<file path="config.mk">
export PLATFORM = sky130hd
export DESIGN_NAME = ctrl_elastic_pipe
export DESIGN_NICKNAME = d
export VERILOG_FILES = /design/src/rtl/ctrl_pipe_pkg.sv /design/src/rtl/skid_stage.sv /design/src/rtl/ctrl_elastic_pipe.sv
export SDC_FILE = /design/constraint.sdc
export NUM_CORES = 1
export LEC_CHECK = 0
export ABC_AREA = 0
export BUFFER_PORTS_ARGS = -buffer_cell sky130_fd_sc_hd__buf_4
export CAP_MARGIN = 20
export CORE_ASPECT_RATIO = 0.7
export CORE_MARGIN = 2
export CORE_UTILIZATION = 51
export DETAILED_ROUTE_END_ITERATION = 8
export PLACE_DENSITY = 0.77
export SLEW_MARGIN = 20
export SYNTH_ARGS = -nofsm -noshare
export SYNTH_HDL_FRONTEND = slang
export SYNTH_SLANG_ARGS = --single-unit
</file>
<file path="constraint.sdc">
create_clock -name clk -period 1.7 [get_ports clk]
set_clock_uncertainty 0.1 [all_clocks]
set_input_delay 0.085 -clock clk [delete_from_list [all_inputs] [get_ports clk]]
set_output_delay 0.085 -clock clk [all_outputs]
set_load 0.05 [all_outputs]
</file>
<file path="src/rtl/ctrl_pipe_pkg.sv">
// Shared types and sizing helpers for the control-path elastic pipeline.
// Imported by the pipeline top and by callers that pack the Segway payload.
package ctrl_pipe_pkg;

    localparam int DROP_CNT_W = 8;

    typedef struct packed {
        logic [15:0] ptch;
        logic [15:0] ptch_rt;
        logic [11:0] steer_pot;
        logic        en_steer;
        logic        pwr_up;
    } seg_payload_t;

    // Occupancy ranges over 0..2*depth, so it needs room for 2*depth+1 values.
    function automatic int occ_w(input int depth);
        return $clog2(2 * depth + 1);
    endfunction

endpackage

</file>
<file path="src/rtl/skid_stage.sv">
// One valid/ready stage built from a main register and a skid register.
// Upstream ready comes straight from the skid flag, so it is always registered.
module skid_stage #(
    parameter int                DATA_W   = 16,
    parameter logic [DATA_W-1:0] RST_DATA = '0
) (
    input  logic              clk,
    input  logic              rst_n,
    input  logic              flush,
    input  logic              up_vld,
    output logic              up_rdy,
    input  logic [DATA_W-1:0] up_data,
    output logic              dn_vld,
    input  logic              dn_rdy,
    output logic [DATA_W-1:0] dn_data
);

    logic              main_vld_q, main_vld_d;
    logic [DATA_W-1:0] main_data_q, main_data_d;
    logic              skid_full_q, skid_full_d;
    logic [DATA_W-1:0] skid_data_q, skid_data_d;
    logic              up_xfer;
    logic              drain;

    assign up_rdy  = ~skid_full_q;
    assign dn_vld  = main_vld_q;
    assign dn_data = main_data_q;
    assign up_xfer = up_vld & ~skid_full_q;
    assign drain   = main_vld_q & dn_rdy;

    always_comb begin
        main_vld_d  = main_vld_q;
        main_data_d = main_data_q;
        skid_full_d = skid_full_q;
        skid_data_d = skid_data_q;
        if (flush) begin
            main_vld_d  = 1'b0;
            skid_full_d = 1'b0;
        end else if (drain) begin
            // The skid can only be full while upstream is held off, so it has priority.
            if (skid_full_q) begin
                main_data_d = skid_data_q;
                skid_full_d = 1'b0;
            end else if (up_xfer) begin
                main_data_d = up_data;
            end else begin
                main_vld_d = 1'b0;
            end
        end else if (up_xfer) begin
            if (main_vld_q) begin
                skid_data_d = up_data;
                skid_full_d = 1'b1;
            end else begin
                main_data_d = up_data;
                main_vld_d  = 1'b1;
            end
        end
    end

    always_ff @(posedge clk or negedge rst_n) begin
        if (!rst_n) begin
            main_vld_q  <= 1'b0;
            main_data_q <= RST_DATA;
            skid_full_q <= 1'b0;
            skid_data_q <= RST_DATA;
        end else begin
            main_vld_q  <= main_vld_d;
            main_data_q <= main_data_d;
            skid_full_q <= skid_full_d;
            skid_data_q <= skid_data_d;
        end
    end

endmodule

</file>
<file path="src/rtl/ctrl_elastic_pipe.sv">
// Elastic DEPTH-stage valid/ready pipeline between sensor, balance and drive blocks,
// with synchronous flush, occupancy reporting and a saturating drop counter.
module ctrl_elastic_pipe
    import ctrl_pipe_pkg::*;
#(
    parameter int                DATA_W   = 16,
    parameter int                DEPTH    = 2,
    parameter logic [DATA_W-1:0] RST_DATA = '0
) (
    input  logic                    clk,
    input  logic                    rst_n,
    input  logic                    flush,
    input  logic                    in_vld,
    output logic                    in_rdy,
    input  logic [DATA_W-1:0]       in_data,
    output logic                    out_vld,
    input  logic                    out_rdy,
    output logic [DATA_W-1:0]       out_data,
    output logic [occ_w(DEPTH)-1:0] occupancy,
    output logic [DROP_CNT_W-1:0]   drop_cnt
);

    localparam int                    OCC_W    = occ_w(DEPTH);
    localparam logic [OCC_W-1:0]      OCC_ONE  = OCC_W'(1);
    localparam logic [DROP_CNT_W-1:0] DROP_ONE = DROP_CNT_W'(1);
    localparam logic [DROP_CNT_W-1:0] DROP_MAX = '1;

    logic [DEPTH-1:0]             stg_vld;
    logic [DEPTH-1:0]             stg_rdy;
    logic [DEPTH-1:0][DATA_W-1:0] stg_data;

    logic                  in_xfer, out_xfer, drop_evt;
    logic [OCC_W-1:0]      occ_q, occ_d;
    logic [DROP_CNT_W-1:0] drop_q, drop_d;

    genvar gi;
    generate
        for (gi = 0; gi < DEPTH; gi++) begin : g_stage
            logic              up_vld;
            logic              dn_rdy;
            logic [DATA_W-1:0] up_data;

            if (gi == 0) begin : g_head
                // A flushed input must never enter the chain.
                assign up_vld  = in_vld & ~flush;
                assign up_data = in_data;
            end else begin : g_link
                assign up_vld  = stg_vld[gi-1];
                assign up_data = stg_data[gi-1];
            end

            if (gi == DEPTH - 1) begin : g_tail
                assign dn_rdy = out_rdy;
            end else begin : g_mid
                assign dn_rdy = stg_rdy[gi+1];
            end

            skid_stage #(
                .DATA_W   (DATA_W),
                .RST_DATA (RST_DATA)
            ) u_stage (
                .clk     (clk),
                .rst_n   (rst_n),
                .flush   (flush),
                .up_vld  (up_vld),
                .up_rdy  (stg_rdy[gi]),
                .up_data (up_data),
                .dn_vld  (stg_vld[gi]),
                .dn_rdy  (dn_rdy),
                .dn_data (stg_data[gi])
            );
        end
    endgenerate

    assign in_rdy    = stg_rdy[0];
    assign out_vld   = stg_vld[DEPTH-1];
    assign out_data  = stg_data[DEPTH-1];
    assign occupancy = occ_q;
    assign drop_cnt  = drop_q;

    assign in_xfer  = in_vld & in_rdy & ~flush;
    assign out_xfer = out_vld & out_rdy;
    assign drop_evt = in_vld & ~in_rdy & ~flush;

    // Tracking transfers keeps occupancy equal to the count of set valid/skid bits.
    always_comb begin
        occ_d = occ_q;
        if (flush) begin
            occ_d = '0;
        end else begin
            case ({in_xfer, out_xfer})
                2'b10:   occ_d = occ_q + OCC_ONE;
                2'b01:   occ_d = occ_q - OCC_ONE;
                default: occ_d = occ_q;
            endcase
        end
    end

    always_comb begin
        drop_d = drop_q;
        if (drop_evt && (drop_q != DROP_MAX)) begin
            drop_d = drop_q + DROP_ONE;
        end
    end

    always_ff @(posedge clk or negedge rst_n) begin
        if (!rst_n) begin
            occ_q  <= '0;
            drop_q <= '0;
        end else begin
            occ_q  <= occ_d;
            drop_q <= drop_d;
        end
    end

endmodule

</file>
-- After elaboration in Yosys (flattened, before gate mapping)
Index checks and enable logic that the tools add are counted.
- logic and storage cells: 83
- flip-flop bits (word level): 79
- add/sub/neg operators: 3
- bitwise logic cells: 13
- eq/ne operators: 9
- multiplexer cells: 30
- reductions and logical operators: 18
- operator list (operator ; count):
    $mux W16 ; 10
    $mux W1 ; 18
    $reduce_and A4 Y1 ; 4
    $reduce_bool A3 Y1 ; 5
    $ne A3 B3 Y1 const B ; 4
    $add A8 B1 Y8 const B ; 1
    $and A1 B1 Y1 ; 8
    $ne A8 B8 Y1 const B ; 1
    $reduce_bool A2 Y1 ; 4
    $pmux W3 S2 ; 1
    $reduce_and A3 Y1 ; 2
    $not A1 Y1 ; 5
    $ne A2 B2 Y1 const B ; 2
    $reduce_and A2 Y1 ; 2
    $add A3 B1 Y3 const B ; 1
    $mux W3 ; 1
    $sub A3 B1 Y3 const B ; 1
    $eq A2 B1 Y1 const B ; 1
    $eq A2 B2 Y1 const B ; 1
    $logic_and A1 B1 Y1 ; 1

-- Depth between registers and ports, before layout
Gate-level depths: netlist (run 1).
- depth in word-level cells: 7
- depth in mapped cells: 8
- gate-level depth less buffers: 8

-- Hierarchy
From an unflattened synthesis (run 1), not the netlist that was laid out.
- cell total of the unflattened synthesis: 249
- area, all modules: 3683.5 sq um
- by module, submodules not included (module ; seq. area each (sq um) ; times used ; area an instance (sq um) ; cells an instance):
    skid_stage ; 850.8 ; 2 ; 1542.7 ; 97
    ctrl_elastic_pipe ; 275.3 ; 1 ; 598.1 ; 55

-- Worst setup path after synthesis (run 1)
No wires, ideal clock.
- path type: flip-flop to flip-flop
- start: reg drop_q[0], in the netlist drop_cnt[0]
- end: reg drop_q[1], in the netlist drop_cnt[1]
- data arrival time: 1804 ps
- path slack: -329 ps
- library setup time: 125 ps
- data required time: 1475 ps
- cell stages (with the launch flop): 5
- path through: dfrtp_1 > ha_1 > and4_1 > a211oi_2 > mux2_2
- word-level cells in the longest chain between the ends: 2
- ends and longest elaborated chain (item ; line ; RTL):
    start, declared ; ctrl_elastic_pipe.sv:34 ; logic [DROP_CNT_W-1:0] drop_q, drop_d;
    start signal, assigned ; ctrl_elastic_pipe.sv:112 ; drop_q <= drop_d;
    branches (longest 2 deep; another with $add A8 B1 Y8) ; -- ;
Several ways; the timed one is not identified.
A chain may end at the register's enable or synchronous reset.

-- Worst setup path after layout (run 1)
Same ends and word-level chain as after synthesis.

==> results of run 1 <==
registers in the layout (all words and copies together) (netlist names):
signal,cells
g_stage.u_stage.dn_data,32
g_stage.u_stage.skid_data_q,32
drop_cnt,8
occupancy,3
g_stage.u_stage.dn_vld,2
g_stage.u_stage.skid_full_q,2
cell type report:
type,count,share of cell area
flip-flops and latches,79,0.423
multi-input cells,186,0.321
repair buffers,93,0.181
clock buffers,9,0.0264
well taps,94,0.0251
clock inverters,7,0.0208
inverters,4,0.00320
routing by layer:
layer | wire length, um | part of all wire | GRT usage
met3 | 315 | 0.044 | 0.0584
met2 | 3100 | 0.43 | 0.272
met4 | 140 | 0.020 | 0.0770
met5 | 0 | 0 | 0
met1 | 3590 | 0.50 | 0.294
power groups by stage:
stage / logic [uW] / clock network [uW] / registers (uW)
global route: 1690 / 1650 / 2460
detailed placement: 1480 / 0 / 2450
CTS: 1520 / 1540 / 2410
floorplan: 422 / 0 / 2950
global placement: 1430 / 0 / 2420
finish: 1560 / 1530 / 2420
worst max-delay path by stage:
stage | start | cells after the start | endpoint | slack, ns
finish | drop_cnt[0] | 4 | drop_cnt[1] | -0.004
global route | drop_cnt[0] | 4 | drop_cnt[1] | -0.05
CTS | g_stage[0].u_stage.skid_full_q | 6 | g_stage[0].u_stage.dn_data[7] | 0.009
detailed placement | drop_cnt[1] | 4 | drop_cnt[1] | -0.02
global placement | drop_cnt[1] | 4 | drop_cnt[1] | -0.001
floorplan | g_stage[1].u_stage.dn_vld | 8 | occupancy[2] | -0.11
through the flow:
| step | utilization | instances | hold slack [ns] | power, uW | cell area (um^2) |
|---|---|---|---|---|---|
| 6_report | 0.704 | 472 | 0.174 | 5510 | 4690 |
| 5_1_grt | 0.704 | 472 | 0.216 | 5800 | 4690 |
| 4_1_cts | 0.684 | 467 | 0.0221 | 5470 | 4560 |
| 3_5_place_dp | 0.618 | 429 | 0.0407 | 3920 | 4120 |
| 3_3_place_gp | 0.618 | 429 | 0.0395 | 3850 | 4120 |
| 2_1_floorplan | - | 284 | -0.311 | 3370 | 3520 |
logic make-up (layout without fill, tap and decap cells):
| group | after synthesis | count (layout) | share of synthesized area |
|---|---|---|---|
| simple gates | 63 | 63 | 0.0902 |
| buf+inv | 19 | 113 | 0.0270 |
| mux | 70 | 70 | 0.214 |
| fa+ha+maj | 2 | 2 | 0.00938 |
| xor+xnor | 7 | 7 | 0.0177 |
| flops | 79 | 79 | 0.570 |
| compound gates | 44 | 44 | 0.0718 |
timing repair:
| item | in CTS | in global routing |
|---|---|---|
| cloned | 0 | 1 |
| pin swaps | 1 | 7 |
| endpoints found under the setup margin | 2 | 37 |
| endpoints found under the hold margin | 118 | 1 |
| resized for setup | 0 | 19 |
| buffers inserted | 1 | 3 |
| hold buffers | 21 | 1 |
layout by cell type (no fill, tap or decap), types with 6 or more instances in the layout:
master | synthesis | final
a21oi_1 | 20 | 20
buf_12 | 0 | 6
buf_4 | 1 | 63
clkbuf_8 | 0 | 9
dfrtp_1 | 79 | 75
dlygate4sd3_1 | 0 | 22
mux2_2 | 34 | 17
mux2_4 | 0 | 17
mux2i_1 | 36 | 36
nand2_1 | 22 | 21
nor2_1 | 24 | 22
o21ai_0 | 18 | 18
critical path, cell delays in order, from the launching register on:
cell      delay (ns)
dfrtp_2         0.43
ha_4            0.17
and4_4          0.20
a211oi_4        0.36
mux2_4          0.33
==> summary.txt, run 1 <==
Setup path
  – CP endpoint kind: flop
  – R2R setup slack: -0.004 ns
  – R2R Path Start: drop_cnt[0]
  – Critical path class: reg -> reg
  – CP required: 1.84 ns
  – RR Endpoint: drop_cnt[1]
  – CP arrival: between 1.5 and 2 ns
  – Startpoint types: flop
  – Crit path max fanout: 5
  – Worst reg-to-reg path cell count: 4

Clock tree
  – Worst-Skew Late Latency: 0.35 ns
  – Number of buffers created by CTS: 9
  – Clock transition at the registers of the reported paths: 0.08 ns
  – H-tree Lvls: 3
  – CTS tree: done
  – Number of clock sinks: 79
  – Clock Tree Buf Depth: 2
  – Clock Tree Root: clkbuf_8

Timing
  – Final worst path period need: about 1.7 ns
  – RSZ-0062 raised after global routing: true
  – Setup TNS: -0.00383 ns
  – Final Hold Viols: 0
  – Final Worst Setup Slack: -0.00383 ns
  – Slew Viols, Final: 0
  – Maximum clock frequency: 587 MHz
  – Final period util: 1.00
  – Slew Limit Headroom: 0.728
  – Slew @ Worst Pin: 0.407 ns
  – Final setup viols: 1

Yosys
  – Number of library cell types mapped by synthesis: 35
  – Post-synth top flop: dfrtp_1
  – Mapped cell area: approximately 3500 um^2
  – Async SR Flop Fraction: 1.00
  – Synth top area share: 0.570
  – Register area share after synthesis: 0.570
  – Synth area leaders: dfrtp_1 (57%), mux2_2 (11%), mux2i_1 (10%)
  – Post-synth top cells: dfrtp_1 (79), mux2i_1 (36), mux2_2 (34), nor2_1 (24), nand2_1 (22)
  – Average cell area after synthesis: 12.2 um^2
  – Number of enable flip-flop cells after synthesis: 0
  – Mapped Cells: roughly 280
  – YS warnings: 0
  – Syn Nets: 307
  – Dominant cell type by area after synthesis: dfrtp_1
  – Most frequent cell after synthesis: dfrtp_1
  – Synthesized flop and latch total: between 70 and 80

Floorplan
  – Rows: 25
  – Die width: 103 um
  – Die area: 7490 um^2
  – Core area: 6660 um^2
  – Io pins: 50
  – Die Ht: 73.0 um
  – Initial Util: 0.521

Finish
  – Area Overhead vs Synth: 35.1%
  – Layout cells sized above 1: 0.365
  – Nets@finish: 396
  – # fillers: 499
  – Footprint of the multi-input gates: 1500 um^2
  – # diodes: 0
  – Reg area: approximately 2000 um^2

Pwr
  – Peak VDD IR: around 0.00069 V
  – Switching power of the nets: 1860 uW
  – Pwr Density: 1170 nW/um^2
  – Sw frac: 0.338
  – P_int: 3640 uW
  – Gate power share: 0.284
  – Leakage power: 0.00239 uW
  – Clock Power Share: 0.277
  – Sequential share of power: 0.439

Detailed routing
  – WL/cell: 15.1 um
  – DRT Wirelength: 7150 um
  – Antenna Nets Post-Route: 0
  – Via count: around 2400
  – Number of DRC markers in iteration 0: 112
  – DR vias/cell: roughly 5.1
  – Number of iterations in the first detailed-routing pass: 4
  – DRC violations left: 0

Placement
  – Dpl ws: -0.0173 ns
  – HPWL Detailed: 4550 um
  – Final GP Congestion: about 0.79
  – Port bufs: 49

GRT
  – First-pass GRT wire length: 11100 um
  – Largest net degree at the start of global routing: 80
  – Grt ovf: 0
  – GRT Total Usage: 0.198
  – Vias in the first global route: 2251
  – Antenna violations before repair: 0

Status
  – Failing checks: setup timing
  – Status: complete, but fails checks

Run
  – # Max-Cap Violations: 0

Min path
  – Worst min path class: in -> async
No activity file was read; power rests on OpenSTA's default activity.
==> inputs of run 2 (changes only) <==
--- a/config.mk
+++ b/config.mk
@@ -10,10 +10,11 @@
 export CAP_MARGIN = 20
 export CORE_ASPECT_RATIO = 0.7
 export CORE_MARGIN = 2
-export CORE_UTILIZATION = 51
+export CORE_UTILIZATION = 52
 export DETAILED_ROUTE_END_ITERATION = 8
-export PLACE_DENSITY = 0.77
+export PLACE_DENSITY = 0.78
 export SLEW_MARGIN = 20
 export SYNTH_ARGS = -nofsm -noshare
 export SYNTH_HDL_FRONTEND = slang
+export SYNTH_HIERARCHICAL = 1
 export SYNTH_SLANG_ARGS = --single-unit
==> run 2 against run 1 <==
Net effect: the run ends with hold timing, setup timing left; final area is 9.2% higher; combinational power rose by 6%; synthesized cell count fell by 12%; worst setup slack got worse by 0.11 ns; clock-buffer cell count grew 1; first-iteration DRC count fell by 37%; sequential share of layout area down 3.5 points; critical path depth rose by 2; largest cell class unchanged.
==> summary.txt, run 2 <==
Yosys
  – Average cell area after synthesis: ~15 um^2
  – Mapped cell area: 3680 um^2
  – Post-synth top cells: mux2_2 (97), dfrtp_1 (79), a21oi_1 (10), nand2_1 (5), nand3_1 (5)
  – Synthesized flop and latch total: 79
  – Post-synth top flop: dfrtp_1
  – Async SR Flop Fraction: 1.00
  – Synth area leaders: dfrtp_1 (54%), mux2_2 (30%), a221oi_4 (1.4%)
  – Register area share after synthesis: 0.537
  – Mapped Cells: around 250
  – Most frequent cell after synthesis: mux2_2
  – YS warnings: 6
  – Dominant cell type by area after synthesis: dfrtp_1
  – Number of enable flip-flop cells after synthesis: 0
  – Synth top area share: 0.537
  – Number of library cell types mapped by synthesis: 36
  – Syn Nets: approximately 270

Timing
  – Final worst path period need: ~1.8 ns
  – RSZ-0062 raised after global routing: true
  – Setup TNS: -1.84 ns
  – WHS: -0.0280 ns
  – Slew @ Worst Pin: 0.420 ns
  – Final Worst Setup Slack: -0.113 ns
  – Final Hold Viols: 3
  – Slew Limit Headroom: 0.720
  – Final setup viols: 49
  – Maximum clock frequency: 552 MHz
  – Final period util: 1.07
  – Slew Viols, Final: 0

Detailed routing
  – WL/cell: 19.2 um
  – DRC violations left: 0
  – Number of DRC markers in iteration 0: 71
  – Number of iterations in the first detailed-routing pass: 4
  – Antenna Nets Post-Route: 0
  – Met3 wire len: 368 um
  – Met2 wire length: 4110 um
  – Metal-1 WL: 4040 um
  – Max layer used: met4
  – DR vias/cell: 5.36
  – Via count: 2418
  – DRT Wirelength: just under 9000 um

Floorplan
  – Die width: 105 um
  – Initial Util: 0.540
  – Die Ht: 74.4 um
  – Rows: 25
  – Io pins: 50
  – Core area: 6820 um^2
  – Die area: 7780 um^2

Min path
  – Worst min path class: in -> reg

Finish
  – Most frequent cells in the layout: dfrtp_1 (71), buf_4 (67), mux2_2 (56)
  – Commonest non-fill, non-tap cell in the layout: dfrtp_1
  – Reg area: between 1500 and 2000 um^2
  – # diodes: 0
  – Finished Layout Cells: between 400 and 500
  – Nets@finish: 375
  – # fillers: 421
  – Footprint of the multi-input gates: about 1800 um^2
  – Final Util: 0.751
  – Layout cells sized above 1: 0.630
  – Area Overhead vs Synth: 39.0%

Setup path
  – CP endpoint kind: flop
  – Worst path slowest cell: dfrtp_2
  – CP arrival: 2.01 ns
  – Worst Path Buf+Inv: 1
  – Crit-path leading delay family: flip-flops
  – Crit path max fanout: 4
  – Startpoint types: flop
  – CP required: 1.89 ns
  – Max stage delay on crit path: 0.45 ns
  – CP Cell Sequence: clkinvlp_4, a21oi_2, fa_2, or3b_4, a21o_1, a21oi_1
  – Critical path class: reg -> reg

Run
  – # Max-Cap Violations: 0

Clock tree
  – Number of buffers created by CTS: 9
  – Number of hold buffers added after cts: 22
  – Number of clock sinks: slightly below 80
  – H-tree Lvls: 3
  – Clock Tree Root: clkbuf_8
  – Clock Tree Buf Depth: 2
  – Worst-Skew Late Latency: 0.36 ns
  – Clock transition at the registers of the reported paths: 0.08 ns
  – CTS tree: done

Pwr
  – Leakage power: 0.00237 uW
  – Pwr Density: between 1000 and 1500 nW/um^2
  – Total Power: about 5700 uW
  – Peak VDD IR: 0.000837 V

Status
  – Status: complete, but fails checks
  – Failing checks: hold timing, setup timing

GRT
  – Grt ovf: 0
  – First-pass GRT wire length: between 10000 and 15000 um
  – Antenna violations before repair: 0
  – GRT Total Usage: 0.209
  – Largest net degree at the start of global routing: 49
  – Vias in the first global route: 2341

Placement
  – HPWL Detailed: 5000 um
  – Final GP Congestion: between 0.7 and 0.8
  – Cells after DPL: approximately 400
  – Port bufs: between 40 and 50
  – Dpl ws: -0.104 ns
==> run 2: changes by cell type after synthesis, moves of 3 or more <==
cell / before / now
mux2_2: 34 / 97
clkbuf_1: 4 / 0
mux2i_1: 36 / 1
nor2_1: 24 / 2
nand2_1: 22 / 5
buf_2: 8 / 1
o21ai_0: 18 / 2
buf_6: 1 / 4
nand3_1: 1 / 5
a21oi_1: 20 / 10
==> run 2: stage by stage <==
stage	hold slack, ns	instance area (um^2)
floorplan	-0.311	3750
global placement	-0.0500	4370
detailed placement	-0.0500	4370
CTS	-0.0487	4850
global route	-0.0296	5120
finish	-0.0280	5120
==> run 2: path summary, 6_finish.rpt <==
kind / cells past startpoint / from / slack, ns / endpoint
worst max register to register: 6 / g_stage[0].u_stage/skid_full_q / -0.11 / occupancy[2]
worst min register to register: 1 / g_stage[0].u_stage/skid_data_q[11] / 0.41 / g_stage[0].u_stage/skid_data_q[11]
worst min-delay path: 3 / flush / -0.03 / occupancy[2]
worst max-delay path: 6 / g_stage[0].u_stage/skid_full_q / -0.11 / occupancy[2]
min in group asynchronous: 2 / rst_n / 0.12 / g_stage[1].u_stage/skid_data_q[12]
max in group asynchronous: 3 / rst_n / 0.77 / g_stage[0].u_stage/dn_vld
==> run 2: kinds of logic after synthesis <==
kind of cell / synth area share
muxes: 0.303
xor gates and xnor gates: 0.00951
AOI/OAI and AO/OA: 0.0455
buffers and inverters: 0.0292
DFF: 0.537
and+or+nand+nor: 0.0669
adders and majority gates: 0.00883
==> run 2: what timing repair did <==
action                                  CTS  global route
resized for setup                         5            42
setup buffers                             2             8
cloned                                    0             2
endpoints found under the setup margin   24            49
pin swaps                                 3             5
hold endpoints to repair                109             3
==> run 2: routing by layer <==
metal	track usage	up-vias
met3	0.0587	10
met2	0.317	56
met5	0	-
met1	0.291	1244
li1	-	1108
met4	0.0800	0
==> run 2: worst reg2reg max path, cell delays in order (launching register included) <==
cell and delay, ns:
dfrtp_2 0.45, clkinvlp_4 0.10, a21oi_2 0.07, fa_2 0.38
or3b_4 0.38, a21o_1 0.16, a21oi_1 0.11
==> run 2: cell type report <==
| cell class | instances | share of cell area |
|---|---|---|
| repair buffers | 101 | 0.187 |
| inverters | 4 | 0.00415 |
| clock inverters | 6 | 0.0213 |
| flip-flops and latches | 79 | 0.388 |
| well taps | 94 | 0.0230 |
| multi-input cells | 157 | 0.352 |
| clock buffers | 10 | 0.0249 |
==> run 2: report_power, final <==
| group | total (uW) | internal (uW) | switching, uW | leakage (uW) |
|---|---|---|---|---|
| clock network | 1660 | 973 | 687 | 0.000120 |
| registers | 2400 | 2160 | 236 | 0.00102 |
| logic | 1650 | 713 | 932 | 0.00123 |
==> inputs of run 3 (changes only) <==
--- a/config.mk
+++ b/config.mk
@@ -5,14 +5,15 @@
 export SDC_FILE = /design/constraint.sdc
 export NUM_CORES = 1
 export LEC_CHECK = 0
-export ABC_AREA = 0
+export ABC_AREA = 1
 export BUFFER_PORTS_ARGS = -buffer_cell sky130_fd_sc_hd__buf_4
 export CAP_MARGIN = 20
 export CORE_ASPECT_RATIO = 0.7
 export CORE_MARGIN = 2
-export CORE_UTILIZATION = 52
+export CORE_UTILIZATION = 53
 export DETAILED_ROUTE_END_ITERATION = 8
-export PLACE_DENSITY = 0.78
+export PLACE_DENSITY = 0.79
+export SKIP_LAST_GASP = 1
 export SLEW_MARGIN = 20
 export SYNTH_ARGS = -nofsm -noshare
 export SYNTH_HDL_FRONTEND = slang
==> run 3 against run 2 <==
Net effect: the flow now finishes without violations; critical path depth is 7 higher; core utilization is 11 points lower; fmax up 9.4%; clock-buffer cell count rose by 3; synthesized cell count grew 110%; final area is 2.9% lower; via count is 49% higher; critical endpoint unchanged.
==> summary.txt, run 3 <==
Status
  – Status: finished clean

Clock tree
  – H-tree Lvls: 3
  – Clock Tree Buf Depth: 2
  – Clock transition at the registers of the reported paths: 0.08 ns
  – Clock Tree Root: clkbuf_8
  – Number of buffers created by CTS: 9
  – Number of clock sinks: about 80
  – Worst-Skew Late Latency: 0.36 ns
  – CTS tree: done

Floorplan
  – Die area: 8610 um^2
  – Rows: 27
  – Die Ht: 78.2 um
  – Core area: 7740 um^2
  – Io pins: 50
  – Initial Util: 0.539
  – Die width: ~110 um

Yosys
  – Post-synth top cells: nand2_1 (240), dfrtp_1 (79), nand3_1 (74), nand4_1 (33), inv_1 (14)
  – Mapped cell area: between 4000 and 5000 um^2
  – Dominant cell type by area after synthesis: dfrtp_1
  – Synth area leaders: dfrtp_1 (47%), nand2_1 (22%), nand3_1 (8.9%)
  – Number of enable flip-flop cells after synthesis: 0
  – Average cell area after synthesis: 8.10 um^2
  – Register area share after synthesis: 0.474
  – Post-synth top flop: dfrtp_1
  – Syn Nets: 538
  – Number of library cell types mapped by synthesis: 28
  – Most frequent cell after synthesis: nand2_1
  – Synthesized flop and latch total: roughly 80
  – Mapped Cells: 515
  – Async SR Flop Fraction: 1.00
  – Synth top area share: 0.474
  – YS warnings: 6

Setup path
  – Crit-path leading delay family: simple AND/OR/NAND/NOR gates
  – CP endpoint kind: flop
  – Crit path max fanout: 2
  – CP arrival: 1.81 ns
  – Max stage delay on crit path: between 0.4 and 0.5 ns
  – Worst Path Buf+Inv: 4
  – CP Cell Sequence: clkinv_4, nand3_4, nand2_4, inv_2, fa_2, inv_2, nand2_2, nand2_2, inv_1, nand2_1, nand2_1, nand2_1, nand2_1
  – CP required: 1.85 ns
  – Critical path's most frequent cell: nand2_1
  – Worst path slowest cell: dfrtp_1
  – Critical path class: reg -> reg
  – Startpoint types: flop

Placement
  – HPWL Detailed: 6170 um
  – Dpl ws: 0.0101 ns
  – Port bufs: 49
  – Cells after DPL: 655
  – Final GP Congestion: 0.826

Min path
  – Worst min path class: in -> reg

Timing
  – Final Hold Viols: 0
  – Maximum clock frequency: 604 MHz
  – Final Worst Setup Slack: about 0.044 ns
  – Setup TNS: 0 ns
  – Final worst path period need: between 1.5 and 2 ns
  – Final period util: 0.974
  – Slew Viols, Final: 0
  – Slew Limit Headroom: 0.612
  – Final setup viols: 0
  – Slew @ Worst Pin: 0.582 ns
  – RSZ-0062 raised after global routing: true

Pwr
  – Peak VDD IR: between 0.0005 and 0.0006 V
  – Pwr Density: ~880 nW/um^2
  – Total Power: 4360 uW
  – Leakage power: 0.00278 uW

Detailed routing
  – DRC violations left: 0
  – Number of iterations in the first detailed-routing pass: 4
  – Antenna Nets Post-Route: 0
  – WL/cell: 13.6 um
  – DR vias/cell: around 5.2
  – Via count: 3602
  – DRT Wirelength: 9370 um
  – Number of DRC markers in iteration 0: between 300 and 400

GRT
  – GRT Total Usage: 0.239
  – Largest net degree at the start of global routing: 46
  – Vias in the first global route: 3348
  – First-pass GRT wire length: between 15000 and 20000 um
  – Antenna violations before repair: 0
  – Grt ovf: 0

Finish
  – Area Overhead vs Synth: 19.2%
  – Nets@finish: 607
  – Footprint of the multi-input gates: slightly below 2000 um^2
  – # diodes: 0
  – Finished Layout Cells: 690
  – Commonest non-fill, non-tap cell in the layout: nand2_1
  – # fillers: 639
  – Most frequent cells in the layout: nand2_1 (237), dfrtp_1 (76), nand3_1 (74)
  – Reg area: 1980 um^2
  – Layout cells sized above 1: 0.216

Run
  – # Max-Cap Violations: 0
==> run 3: changes by cell type in the layout (fill, tap and decap cells not counted), moves of 8 or more <==
cell     before  now
nand3_1       4   74
a21oi_1       9    1
mux2_4       42    0
mux2_2       56    0
nand2_4       1    9
nand2_1       3  237
nand4_1       3   33
buf_12        8    0
inv_1         1   11
==> run 3: what timing repair did <==
item,CTS,global route
hold buffers,17,0
endpoints found under the hold margin,74,0
endpoints found under the setup margin,1,2
setup buffers,1,1
pin swaps,1,4
gates resized for setup,0,6
==> run 3: routing by layer <==
metal / up-vias / GRT usage / part of all wire
met4: 0 / 0.0620 / 0.0069
li1: 1815 / - / -
met3: 8 / 0.0615 / 0.062
met5: - / 0 / 0
met1: 1660 / 0.354 / 0.48
met2: 119 / 0.347 / 0.46
==> run 3: metrics by stage <==
step                instance area [um^2]  utilization  hold slack, ns
floorplan                           4190            -          -0.311
global placement                    4600        0.595          0.0182
detailed placement                  4600        0.595          0.0257
CTS                                 4960        0.641          0.0442
global route                        4970        0.643          0.0734
finish                              4970        0.643          0.0549
==> run 3: power by group <==
part           internal (uW)  switching, uW  total, uW
registers               2060            148       2210
logic                    310            583        893
clock network            606            654       1260
==> run 3: layout make-up <==
type,count,share of cell area
multi-input cells,390,0.389
clock buffers,13,0.0319
inverters,20,0.0166
well taps,101,0.0254
flip-flops and latches,79,0.398
repair buffers,84,0.135
clock inverters,3,0.00352
==> run 3: worst reg2reg max path, cell delays in order (launching register included) <==
cell      delay [ns]
dfrtp_1         0.42
clkinv_4        0.07
nand3_4         0.07
nand2_4         0.07
inv_2           0.04
fa_2            0.36
inv_2           0.07
nand2_2         0.06
nand2_2         0.07
inv_1           0.04
nand2_1         0.05
nand2_1         0.04
nand2_1         0.05
nand2_1         0.04
==> run 3: final timing paths <==
check,from,to,slack (ns),cells past startpoint
max,g_stage[0].u_stage/skid_full_q,occupancy[2],0.04,13
min,out_rdy,occupancy[1],0.05,6
max reg2reg,g_stage[0].u_stage/skid_full_q,occupancy[2],0.04,13
min reg2reg,g_stage[0].u_stage/skid_data_q[7],g_stage[0].u_stage/skid_data_q[7],0.37,2
max in group asynchronous,rst_n,g_stage[0].u_stage/skid_data_q[9],0.68,3
min in group asynchronous,rst_n,drop_cnt[2],0.16,2
==> run 3: cells by family (layout without fill, tap and decap cells) <==
group	count (synthesis)	in the layout	synth area share
flip-flops	79	79	0.474
AO/OA/AOI/OAI	6	6	0.00990
buffers and inverters	46	120	0.0678
XOR/XNOR	3	3	0.00630
AND/OR/NAND/NOR	379	379	0.434
adder cells (fa/ha/maj)	2	2	0.00780
